[config.mk]
export PLATFORM = sky130hd
export DESIGN_NAME = scan_sequencer
export DESIGN_NICKNAME = d
export VERILOG_FILES = /design/src/rtl/scan_pkg.sv /design/src/rtl/next_enabled_ch.sv /design/src/rtl/scan_sequencer.sv
export SDC_FILE = /design/constraint.sdc
export NUM_CORES = 1
export LEC_CHECK = 0
export CORE_MARGIN = 3
export CORE_UTILIZATION = 40
export DETAILED_ROUTE_END_ITERATION = 10
export DONT_BUFFER_PORTS = 1
export MAX_ROUTING_LAYER = met4
export PLACE_DENSITY = 0.56
export SLEW_MARGIN = 20
export SYNTH_ARGS = -nofsm -noshare
export SYNTH_HDL_FRONTEND = slang
export SYNTH_SLANG_ARGS = --single-unit
[constraint.sdc]
create_clock -name clk -period 7.7 [get_ports clk]
set_input_delay 1.155 -clock clk [delete_from_list [all_inputs] [get_ports clk]]
set_output_delay 1.155 -clock clk [all_outputs]
set_load 0.01 [all_outputs]
[src/rtl/scan_pkg.sv]
// rtl/scan_pkg.sv - shared constants, state type and channel helper for the scan sequencer
package scan_pkg;

  localparam int N_CH  = 16;
  localparam int SEL_W = 4;
  localparam logic [SEL_W-1:0] LAST_IDX = SEL_W'(N_CH - 1);

  typedef enum logic {
    IDLE = 1'b0,
    SCAN = 1'b1
  } state_t;

  // True when no enabled channel sits above ch, i.e. ch closes the pass.
  function automatic logic is_last(input logic [N_CH-1:0] mask, input logic [SEL_W-1:0] ch);
    logic [N_CH-1:0] above;
    above = (mask >> ch) >> 1;
    return above == '0;
  endfunction

endpackage

[src/rtl/next_enabled_ch.sv]
// rtl/next_enabled_ch.sv - rotating priority search for the next enabled channel after cur
module next_enabled_ch
  import scan_pkg::*;
(
  input  logic [N_CH-1:0]  mask,
  input  logic [SEL_W-1:0] cur,
  output logic [SEL_W-1:0] nxt,
  output logic             wrapped
);

  logic [SEL_W-1:0] idx;
  logic             found;

  // Candidates cur+1 .. cur+16 modulo 16; the last candidate is cur itself.
  always_comb begin
    nxt   = cur;
    found = 1'b0;
    idx   = '0;
    for (int i = 1; i <= N_CH; i++) begin
      idx = cur + SEL_W'(i);
      if (!found && mask[idx]) begin
        nxt   = idx;
        found = 1'b1;
      end
    end
  end

  assign wrapped = (nxt <= cur);

endmodule

[src/rtl/scan_sequencer.sv]
// rtl/scan_sequencer.sv - masked channel scanner with programmable dwell and single/continuous passes
module scan_sequencer
  import scan_pkg::*;
#(
  parameter int DWELL_W = 8
) (
  input  logic               clk,
  input  logic               rst,
  input  logic               start,
  input  logic               stop,
  input  logic               continuous,
  input  logic [N_CH-1:0]    ch_mask,
  input  logic [DWELL_W-1:0] dwell,
  output logic [SEL_W-1:0]   sel,
  output logic               sel_valid,
  output logic               busy,
  output logic               pass_done
);

  state_t             state;
  logic [N_CH-1:0]    mask_q;
  logic               cont_q;
  logic [DWELL_W-1:0] dwell_q;
  logic [DWELL_W-1:0] cnt;
  logic [DWELL_W-1:0] cnt_inc;
  logic               expire;
  logic [SEL_W-1:0]   first_ch;
  logic [SEL_W-1:0]   next_ch;
  logic               next_wrap;
  logic               first_wrap_unused;

  assign cnt_inc = cnt + 1'b1;
  assign expire  = (cnt == dwell_q);

  next_enabled_ch u_first (
    .mask    (ch_mask),
    .cur     (LAST_IDX),
    .nxt     (first_ch),
    .wrapped (first_wrap_unused)
  );

  next_enabled_ch u_next (
    .mask    (mask_q),
    .cur     (sel),
    .nxt     (next_ch),
    .wrapped (next_wrap)
  );

  // pass_done is registered, so it is raised one cycle ahead: whenever the
  // upcoming cycle will be the expiry cycle of the pass's final channel.
  always_ff @(posedge clk) begin
    if (rst) begin
      state     <= IDLE;
      sel       <= '0;
      sel_valid <= 1'b0;
      busy      <= 1'b0;
      pass_done <= 1'b0;
      cnt       <= '0;
      mask_q    <= '0;
      cont_q    <= 1'b0;
      dwell_q   <= '0;
    end else begin
      case (state)
        IDLE: begin
          if (start && !stop && ch_mask != '0) begin
            state     <= SCAN;
            mask_q    <= ch_mask;
            cont_q    <= continuous;
            dwell_q   <= dwell;
            sel       <= first_ch;
            cnt       <= '0;
            sel_valid <= 1'b1;
            busy      <= 1'b1;
            pass_done <= (dwell == '0) && is_last(ch_mask, first_ch);
          end
        end
        SCAN: begin
          if (stop || (expire && next_wrap && !cont_q)) begin
            state     <= IDLE;
            sel       <= '0;
            sel_valid <= 1'b0;
            busy      <= 1'b0;
            pass_done <= 1'b0;
            cnt       <= '0;
          end else if (!expire) begin
            cnt       <= cnt_inc;
            pass_done <= (cnt_inc == dwell_q) && is_last(mask_q, sel);
          end else begin
            sel       <= next_ch;
            cnt       <= '0;
            pass_done <= (dwell_q == '0) && is_last(mask_q, next_ch);
          end
        end
        default: state <= IDLE;
      endcase
    end
  end

endmodule

==> results.toml, run 1 <==
[run_status]
status = "complete, no violations"

[yosys]
yosysMostFrequentCell = "nand2_1"
synth_top_cell_area_share_pct = 15.8
synth_seq_cells = 40
avgSynthCellArea_um2 = 7.97
yosysSeqAreaShare_pct = 15.8
netlist_instances = 635
synthFlopType = "dfxtp_1"
synth.distinct_cells = 73
synthesis.nets = 676
syn_area_mm2 = 0.00506
synth_edf_count = 0
ys_warn_count = 0
yosys.area.top_type = "dfxtp_1"
async_flop_share_pct = 0
ys_top_cells_by_area = "dfxtp_1 16%, mux4_2 11%, nand2_1 6.2%"
synth_common_cells = "83 x nand2_1, 51 x a21oi_1, 46 x nor2_1"

[timing]
fin_ws_ns = 1.70
max_freq_ghz = 0.167
worst_slew_pin_slew_ns = 0.838
hold_viol_final = 0
slew_viol_final = 0
rsz0062_at_grt = "no"
finalCriticalPeriod_ns = 6.00
setup_viol = 0
clock_skew_ns = 0.0100
slew_headroom_pct = 44.0
tns_ns = 0
min_period_over_period_pct = 77.9

[power_and_ir_drop]
p_int_mw = 0.612
comb_power_share_pct = 58.9
switching_share_pct = 44.7
total_power_mw = 1.11
p_sw_mw = 0.494
ir_worst_vdd_v = 0.000128
power-per-cell-area_mw_per_mm2 = 210
p_seq_share_pct = 21.8
pwr-share-clk_pct = 19.3
leakage_nw = 1.90

[global_routing]
grt_pass1_vias = 4835
grt-ovfl-total = 0
grt_max_degree = 52
grt_pass1_wl_um = 25900
antenna_found_initial = 0
grtUsageTotal_pct = 23.1

[clock_network]
cts.clk_slew.worst_paths_ns = 0.07
ctsResizeCount = 0
cts_tree = "built"
cts_root_buf = "clkbuf_16"
clock_path_buffers = 2
ctsHoldBuffers = 0
numClockSinks = 40
postCtsSetupRepairBufs = 0
htree_levels = 2
numCtsBuffers = 5
worstSkewPairLatency_ns = 0.29

[setup_path]
required_ns = 7.84
crit_cells = 19
end_kind = "register"
reg2reg_depth = 19
path_max_fanout = 13
reg2reg_to = "busy"
crit_buf_inv = 2
criticalPathCategory = "reg2reg"
path_cells = "clkinv_1, ha_1, mux4_1, mux2_2, mux2_4, or3_4, nor3_4, nand2b_1, o311ai_0, o21ai_0, o211ai_1, ha_1, a21oi_1, o22ai_1, o22a_1, o31ai_1, inv_1, o21ai_0, a21oi_1"
critPathLaunch = "sel[0]"
slowest_delay_ns = 0.73
r2r_setup_slack_ns = 1.70
critical_path.slowest_cell = "mux4_1"
worstReg2RegStart = "sel[0]"
worst_ep_arrival_time_ns = 6.14
cp_top_family = "compound AO/OA/AOI/OAI gates"
start_kind = "register"

[worst_hold_path]
worst_hold_path.endpoint = "dwell_q[0]"
min-delay-start = "dwell_q[0]"
min_path_type = "reg2reg"
hold_depth = 2

[routing]
drc = 0
antenna_left = 0
wl_per_cell_um = 20.7
drt-total-wl_um = 15900
vias = 4888
dr.pass1.iters = 5
drt_iter0_drc = 342
via_per_inst = 6.34

[die]
fp.dieArea_mm2 = 0.0140
fp.dieW_um = 119
pin_count = 36
rows = 40
core_area_mm2 = 0.0122
die_h_um = 119
start_util_pct = 41.5

[cells_and_area]
drive_gt1_share_pct = 10.6
utilization_pct = 43.0
num_antenna_cells = 0
finalNonFillerCells = 771
syn_to_final_growth_pct = 3.78
nets = 643

[place]
dp_hpwl_um = 11900
dp.cells = 763
numPortBuffers = 0
place.gp.congestion = 0.975
dp_slack_ns = 1.77

[flow_run]
cap_violations = 0
-- tightest hold or removal path, stage by stage (launching register included) --
cell	delay (ns)
dfxtp_1	0.33
nand2_1	0.06
a21oi_1	0.05
-- cell families (layout without fill, tap and decap cells) --
family | count (synthesis) | count (layout) | synth area share (%)
AND/OR/NAND/NOR | 223 | 223 | 21.4
AO/OA/AOI/OAI | 185 | 185 | 24.6
multiplexers | 73 | 73 | 23.1
buffers and inverters | 68 | 36 | 5.91
flip-flops | 40 | 40 | 15.8
XOR/XNOR | 34 | 34 | 6.25
adder cells (fa/ha/maj) | 12 | 12 | 2.97
-- worst max path at each step --
stage,slack (ns),to
4_1_cts,1.75,busy
2_1_floorplan,1.97,sel[3]
3_3_place_gp,1.83,busy
5_1_grt,1.11,busy
3_5_place_dp,1.77,busy
6_report,1.70,busy
-- flip-flops by register name, indices dropped and copies added (netlist names) --
signal / flops
dwell_q: 8
mask_q: 16
busy: 1
cnt: 8
sel: 4
cont_q: 1
state: 1
pass_done: 1
-- area by class of cell --
cell class	count	area, um^2
fill	1292	6960
multi-input combinational	527	3960
sequential	40	803
tap	168	210
clock buffer	7	143
inverter	22	82.6
timing repair buffer	6	45.0
clock inverter	1	7.51
-- power groups by stage --
| stage | Sequential (mW) | Clock [mW] | Combinational [mW] |
|---|---|---|---|
| 4_1_cts | 0.241 | 0.217 | 0.644 |
| 6_report | 0.241 | 0.213 | 0.651 |
| 2_1_floorplan | 0.233 | 0 | 0.525 |
| 5_1_grt | 0.243 | 0.226 | 0.714 |
| 3_3_place_gp | 0.245 | 0 | 0.641 |
| 3_5_place_dp | 0.245 | 0 | 0.642 |
-- metrics by stage --
| stage | cell area, um^2 | hold slack, ns |
|---|---|---|
| 2_1_floorplan | 5060 | 0.450 |
| 3_3_place_gp | 5100 | 0.475 |
| 3_5_place_dp | 5100 | 0.480 |
| 4_1_cts | 5250 | 0.488 |
| 5_1_grt | 5250 | 0.509 |
| 6_report | 5250 | 0.485 |
-- layout by cell type (no fill, tap or decap), types with 9 or more instances in the layout --
master,count
xnor2_1,16
mux2_2,12
ha_1,12
o21ai_0,36
xor2_1,17
nor4_1,10
mux4_2,24
inv_1,20
nor2b_1,10
mux2i_1,28
nor2_1,46
nor3_1,20
dfxtp_1,38
a211oi_1,9
nand2_1,83
a21oi_1,51
-- routing by layer --
layer | wire length (um) | global-route usage (%) | share of wire (%)
met1 | 6920 | 29.1 | 43
met2 | 7930 | 38.9 | 50
met3 | 679 | 2.58 | 4.3
met4 | 420 | 7.53 | 2.6
met5 | 0 | - | 0
(Power assumes the default switching activity.)
==> run 2: changes to the inputs <==
==> constraint.sdc (replaced) <==
create_clock -name clk -period 5.8 [get_ports clk]
set_input_delay 0.87 -clock clk [delete_from_list [all_inputs] [get_ports clk]]
set_output_delay 0.87 -clock clk [all_outputs]
set_load 0.01 [all_outputs]
==> run 2 against run 1 <==
Effect of this change: register-to-register slack lost 1.3 ns; sequential share of layout area decreased by 0.48 points; maximum frequency rose by 10%; design area increased by 3.2%; wire length is essentially flat; total power up 41%; setup slack worse by 1.3 ns; die area stayed put; critical endpoint is now sel[0]; largest cell class unchanged; largest power group unchanged.
==> results.toml, run 2 (synthesis gave the netlist of run 1 again) <==
[cells_and_area]
drive_gt1_share_pct = 13.4
nets = 660
final_cell_mix = "83 x nand2_1, 51 x a21oi_1, 46 x nor2_1"
num_antenna_cells = 0
final_common_cell = "nand2_1"
top_regs = "mask_q: 16 flops, cnt: 8 flops, dwell_q: 8 flops"
largest_register_ffs = 16
regMostFlops = "mask_q"
syn_to_final_growth_pct = 7.14

[routing]
antenna_left = 0
drt-total-wl_um = 15900
drt_iter0_drc = 370
vias = 5041
wl_per_cell_um = 20.2
via_per_inst = 6.40
drc = 0
dr.pass1.iters = 5

[timing]
clock_skew_ns = 0.0118
hold_viol_final = 0
setup_viol = 0
worst_slew_pin_slew_ns = 0.838
max_freq_ghz = 0.184
slew_headroom_pct = 44.0
finalCriticalPeriod_ns = 5.43
min_period_over_period_pct = 93.7
slew_viol_final = 0
tns_ns = 0
rsz0062_at_grt = "no"

[power_and_ir_drop]
power-per-cell-area_mw_per_mm2 = 287
ir_worst_vdd_v = 0.000222
leakage_nw = 2.00
total_power_mw = 1.56

[global_routing]
grt-ovfl-total = 0
met3_usage_pct = 2.34
grt_pass1_vias = 4801
busiest_layer = "met2"
met2_usage_pct = 38.5
grtUsageTotal_pct = 22.9
antenna_found_initial = 0
met1_usage_pct = 28.4
grt_pass1_wl_um = 25700
grt_max_degree = 52

[run_status]
status = "complete, no violations"

[die]
core_area_mm2 = 0.0122
rows = 40
die_h_um = 119
fp.dieW_um = 119
fp.dieArea_mm2 = 0.0140
pin_count = 36
start_util_pct = 41.5

[place]
numPortBuffers = 0
place.gp.congestion = 1.04
dp_hpwl_um = 12100

[flow_run]
cap_violations = 0

[clock_network]
numCtsBuffers = 5
numClockSinks = 40
worstSkewPairLatency_ns = 0.29
htree_levels = 2
ctsHoldBuffers = 0
cts.clk_slew.worst_paths_ns = 0.07
cts_root_buf = "clkbuf_16"
clock_path_buffers = 2
postCtsSetupRepairBufs = 0
ctsResizeCount = 0
cts_tree = "built"

[setup_path]
required_ns = 5.98
criticalPathCategory = "reg2reg"
worst_ep_arrival_time_ns = 5.62
reg2reg_depth = 20
path_max_fanout = 9
start_kind = "register"
end_kind = "register"

[worst_hold_path]
min_path_type = "reg2reg"
hold_depth = 2
## run 2: final timing paths
| check | startpoint | endpoint | slack [ns] |
|---|---|---|---|
| max | sel[0] | sel[0] | 0.37 |
| min | dwell_q[6] | dwell_q[6] | 0.49 |
| max reg2reg | sel[0] | sel[0] | 0.37 |
| min reg2reg | dwell_q[6] | dwell_q[6] | 0.49 |
## run 2: layout make-up
cell class	instances	area (um^2)
clock buffers	6	139
clock inverters	2	38.8
fillers	1289	6790
inverters	22	82.6
multi-input cells	527	3970
flip-flops and latches	40	803
well taps	168	210
repair buffers	23	185
## run 2: worst max-delay path: stages (launching register included)
cell and delay (ns):
dfxtp_2 0.35, clkinv_1 0.09, ha_2 0.44, mux4_1 0.69, mux2_2 0.36, mux2_4 0.32
or3_4 0.44, nor3_4 0.28, nand2b_1 0.18, o311ai_0 0.33, o21ai_0 0.14, o211ai_1 0.23
ha_1 0.33, a21oi_1 0.13, o22ai_1 0.08, o22a_1 0.23, o31ai_1 0.26, buf_4 0.17
o221ai_1 0.09, o21ai_0 0.11, nor2_1 0.06
## run 2: metrics by stage
step | instance area (um^2) | setup WS [ns] | utilization, % | hold slack (ns) | instances
6_report | 5420 | 0.366 | 44.4 | 0.488 | 788
4_1_cts | 5410 | 0.226 | 44.3 | 0.488 | 788
3_3_place_gp | 5230 | 0.436 | 42.8 | 0.479 | 780
3_5_place_dp | 5230 | 0.256 | 42.8 | 0.479 | 780
5_1_grt | 5420 | 0.0681 | 44.4 | 0.517 | 788
2_1_floorplan | 5060 | 0.0722 | - | 0.450 | 635
## run 2: per-layer routing
metal / part of all wire, % / vias up
li1: - / 2366
met1: 42 / 2436
met2: 49 / 196
met3: 4.7 / 43
met4: 4.0 / 0
met5: 0 / -
## run 2: power by group
part / leakage (nW) / internal [mW] / switching [mW]
registers: 0.327 / 0.290 / 0.0300
clock network: 0.0871 / 0.215 / 0.110
logic: 1.58 / 0.383 / 0.527
==> run 3: changes to the inputs <==
--- a/config.mk
+++ b/config.mk
@@ -5,12 +5,13 @@
 export SDC_FILE = /design/constraint.sdc
 export NUM_CORES = 1
 export LEC_CHECK = 0
+export CORE_ASPECT_RATIO = 2
 export CORE_MARGIN = 3
-export CORE_UTILIZATION = 40
+export CORE_UTILIZATION = 45
 export DETAILED_ROUTE_END_ITERATION = 10
 export DONT_BUFFER_PORTS = 1
 export MAX_ROUTING_LAYER = met4
-export PLACE_DENSITY = 0.56
+export PLACE_DENSITY = 0.62
 export SLEW_MARGIN = 20
 export SYNTH_ARGS = -nofsm -noshare
 export SYNTH_HDL_FRONTEND = slang
==> run 3 against run 2 <==
Effect of this change: sequential power barely moved; largest power group unchanged; setup slack got worse by 0.096 ns; maximum frequency fell by 1.7%; clock skew fell by 0.0024 ns; critical endpoint is now busy; worst hold slack improved by 0.016 ns; highest routed layer unchanged; wire length rose by 16%; clock power fell by 19%; critical path type unchanged; non-clock buffer count did not move.
==> results.toml, run 3 (synthesis gave the netlist of run 1 again) <==
[cells_and_area]
largest_register_ffs = 16
final_common_cell = "nand2_1"
syn_to_final_growth_pct = 6.10
drive_gt1_share_pct = 13.4
utilization_pct = 49.1
top_regs = "mask_q: 16 flops, cnt: 8 flops, dwell_q: 8 flops"
num_antenna_cells = 0
n_fill_cell = 1103
final_cell_mix = "83 x nand2_1, 51 x a21oi_1, 46 x nor2_1"
nets = 660
regMostFlops = "mask_q"

[worst_hold_path]
min_path_type = "reg2reg"
hold_depth = 2
min-delay-start = "dwell_q[5]"
worst_hold_path.endpoint = "dwell_q[5]"

[timing]
hold_viol_final = 0
slew_headroom_pct = 43.9
min_period_over_period_pct = 95.3
setup_viol = 0
finalCriticalPeriod_ns = 5.53
slew_viol_final = 0
worst_slew_pin_slew_ns = 0.840
clock_skew_ns = 0.00942
max_freq_ghz = 0.181

[flow_run]
cap_violations = 0

[setup_path]
path_max_fanout = 9
criticalPathCategory = "reg2reg"
worstReg2RegStart = "sel[0]"
required_ns = 5.94
worst_ep_arrival_time_ns = 5.67
end_kind = "register"
r2r_setup_slack_ns = 0.27
start_kind = "register"
reg2reg_depth = 19
reg2reg_to = "busy"

[routing]
wl_per_cell_um = 24.4
drt_iter0_drc = 327
drc = 0
dr.pass1.iters = 5
antenna_left = 0
via_per_inst = 6.89
drt-total-wl_um = 18500
vias = 5228

[place]
dp_hpwl_um = 14400
place.gp.congestion = 1.04
numPortBuffers = 0

[global_routing]
antenna_found_initial = 0
grtUsageTotal_pct = 31.4
grt_pass1_vias = 5274
grt-ovfl-total = 0
grt_max_degree = 52
grt_pass1_wl_um = 29000

[die]
rows = 54
pin_count = 36
start_util_pct = 46.3
fp.dieW_um = 81
die_h_um = 156
fp.dieArea_mm2 = 0.0126
core_area_mm2 = 0.0109

[power_and_ir_drop]
total_power_mw = 1.55
ir_worst_vdd_v = 0.000228
power-per-cell-area_mw_per_mm2 = 288
leakage_nw = 1.98

[run_status]
status = "complete, no violations"

[clock_network]
numCtsBuffers = 5
numClockSinks = 40
clock_path_buffers = 2
worstSkewPairLatency_ns = 0.29
cts_tree = "built"
htree_levels = 2
cts_root_buf = "clkbuf_16"
cts.clk_slew.worst_paths_ns = 0.06
postCtsSetupRepairBufs = 0
-- run 3: changes by cell type in the layout (fill, tap and decap cells not counted), sizes merged --
cell / previous run / this run
bufinv: 1 / 0
-- run 3: worst max-delay path by stage --
stage | start | end | slack (ns) | depth (start not counted)
after floorplan | sel[0] | sel[3] | 0.07 | 23
after global placement | sel[0] | busy | 0.15 | 19
after detailed placement | sel[0] | sel[3] | -0.01 | 19
after CTS | sel[0] | sel[3] | 0.11 | 19
after global routing | sel[0] | pass_done | -0.01 | 19
final | sel[0] | busy | 0.27 | 19
-- run 3: critical path, cell delays in order, from the launching register on --
cell      delay [ns]
dfxtp_2         0.35
clkinv_1        0.10
ha_2            0.49
mux4_1          0.70
mux2_2          0.36
mux2_4          0.31
or3_4           0.44
nor3_4          0.29
nand2b_1        0.17
o311ai_0        0.34
o21ai_0         0.15
o211ai_1        0.21
ha_1            0.33
a21oi_1         0.13
o22ai_1         0.08
o22a_1          0.24
o31ai_2         0.34
inv_1           0.13
o21ai_0         0.16
a21oi_1         0.08
-- run 3: routing by layer --
layer,up-vias,GRT usage [%],part of all wire [%]
li1,2368,-,-
met1,2506,28.7,31
met2,258,55.6,54
met3,96,4.39,4.8
met4,0,25.1,9.7
met5,-,-,0
-- run 3: cell type report --
cell class / count / area [um^2] / share of cell area [%]
Clock inverter: 1 / 5.00 / 0.0932
Timing Repair Buffer: 23 / 189 / 3.52
Tap cell: 140 / 175 / 3.26
Sequential cell: 40 / 803 / 15.0
Clock buffer: 6 / 129 / 2.40
Inverter: 22 / 82.6 / 1.54
Multi-Input combinational cell: 527 / 3990 / 74.2
-- run 3: metrics by stage --
stage	instance area [um^2]	setup TNS [ns]	instances	hold slack, ns	setup WS, ns
floorplan	5060	0	635	0.450	0.0722
global route	5370	-0.0135	759	0.524	-0.0135
global placement	5200	0	752	0.490	0.148
detailed placement	5200	-0.0243	752	0.491	-0.0132
CTS	5330	0	759	0.502	0.114
finish	5370	0	759	0.503	0.270
-- run 3: power by group --
group	internal (mW)	total (mW)	leakage [nW]	switching, mW
Sequential	0.290	0.319	0.327	0.0292
Combinational	0.389	0.964	1.59	0.576
Clock	0.156	0.262	0.0667	0.106
Total	0.835	1.55	1.98	0.711
-- run 3: timing repair --
item,CTS,global route
gates resized for setup,1,8
hold buffers,0,0
endpoints found under the setup margin,1,7
endpoints found under the hold margin,0,0
gates cloned,0,0
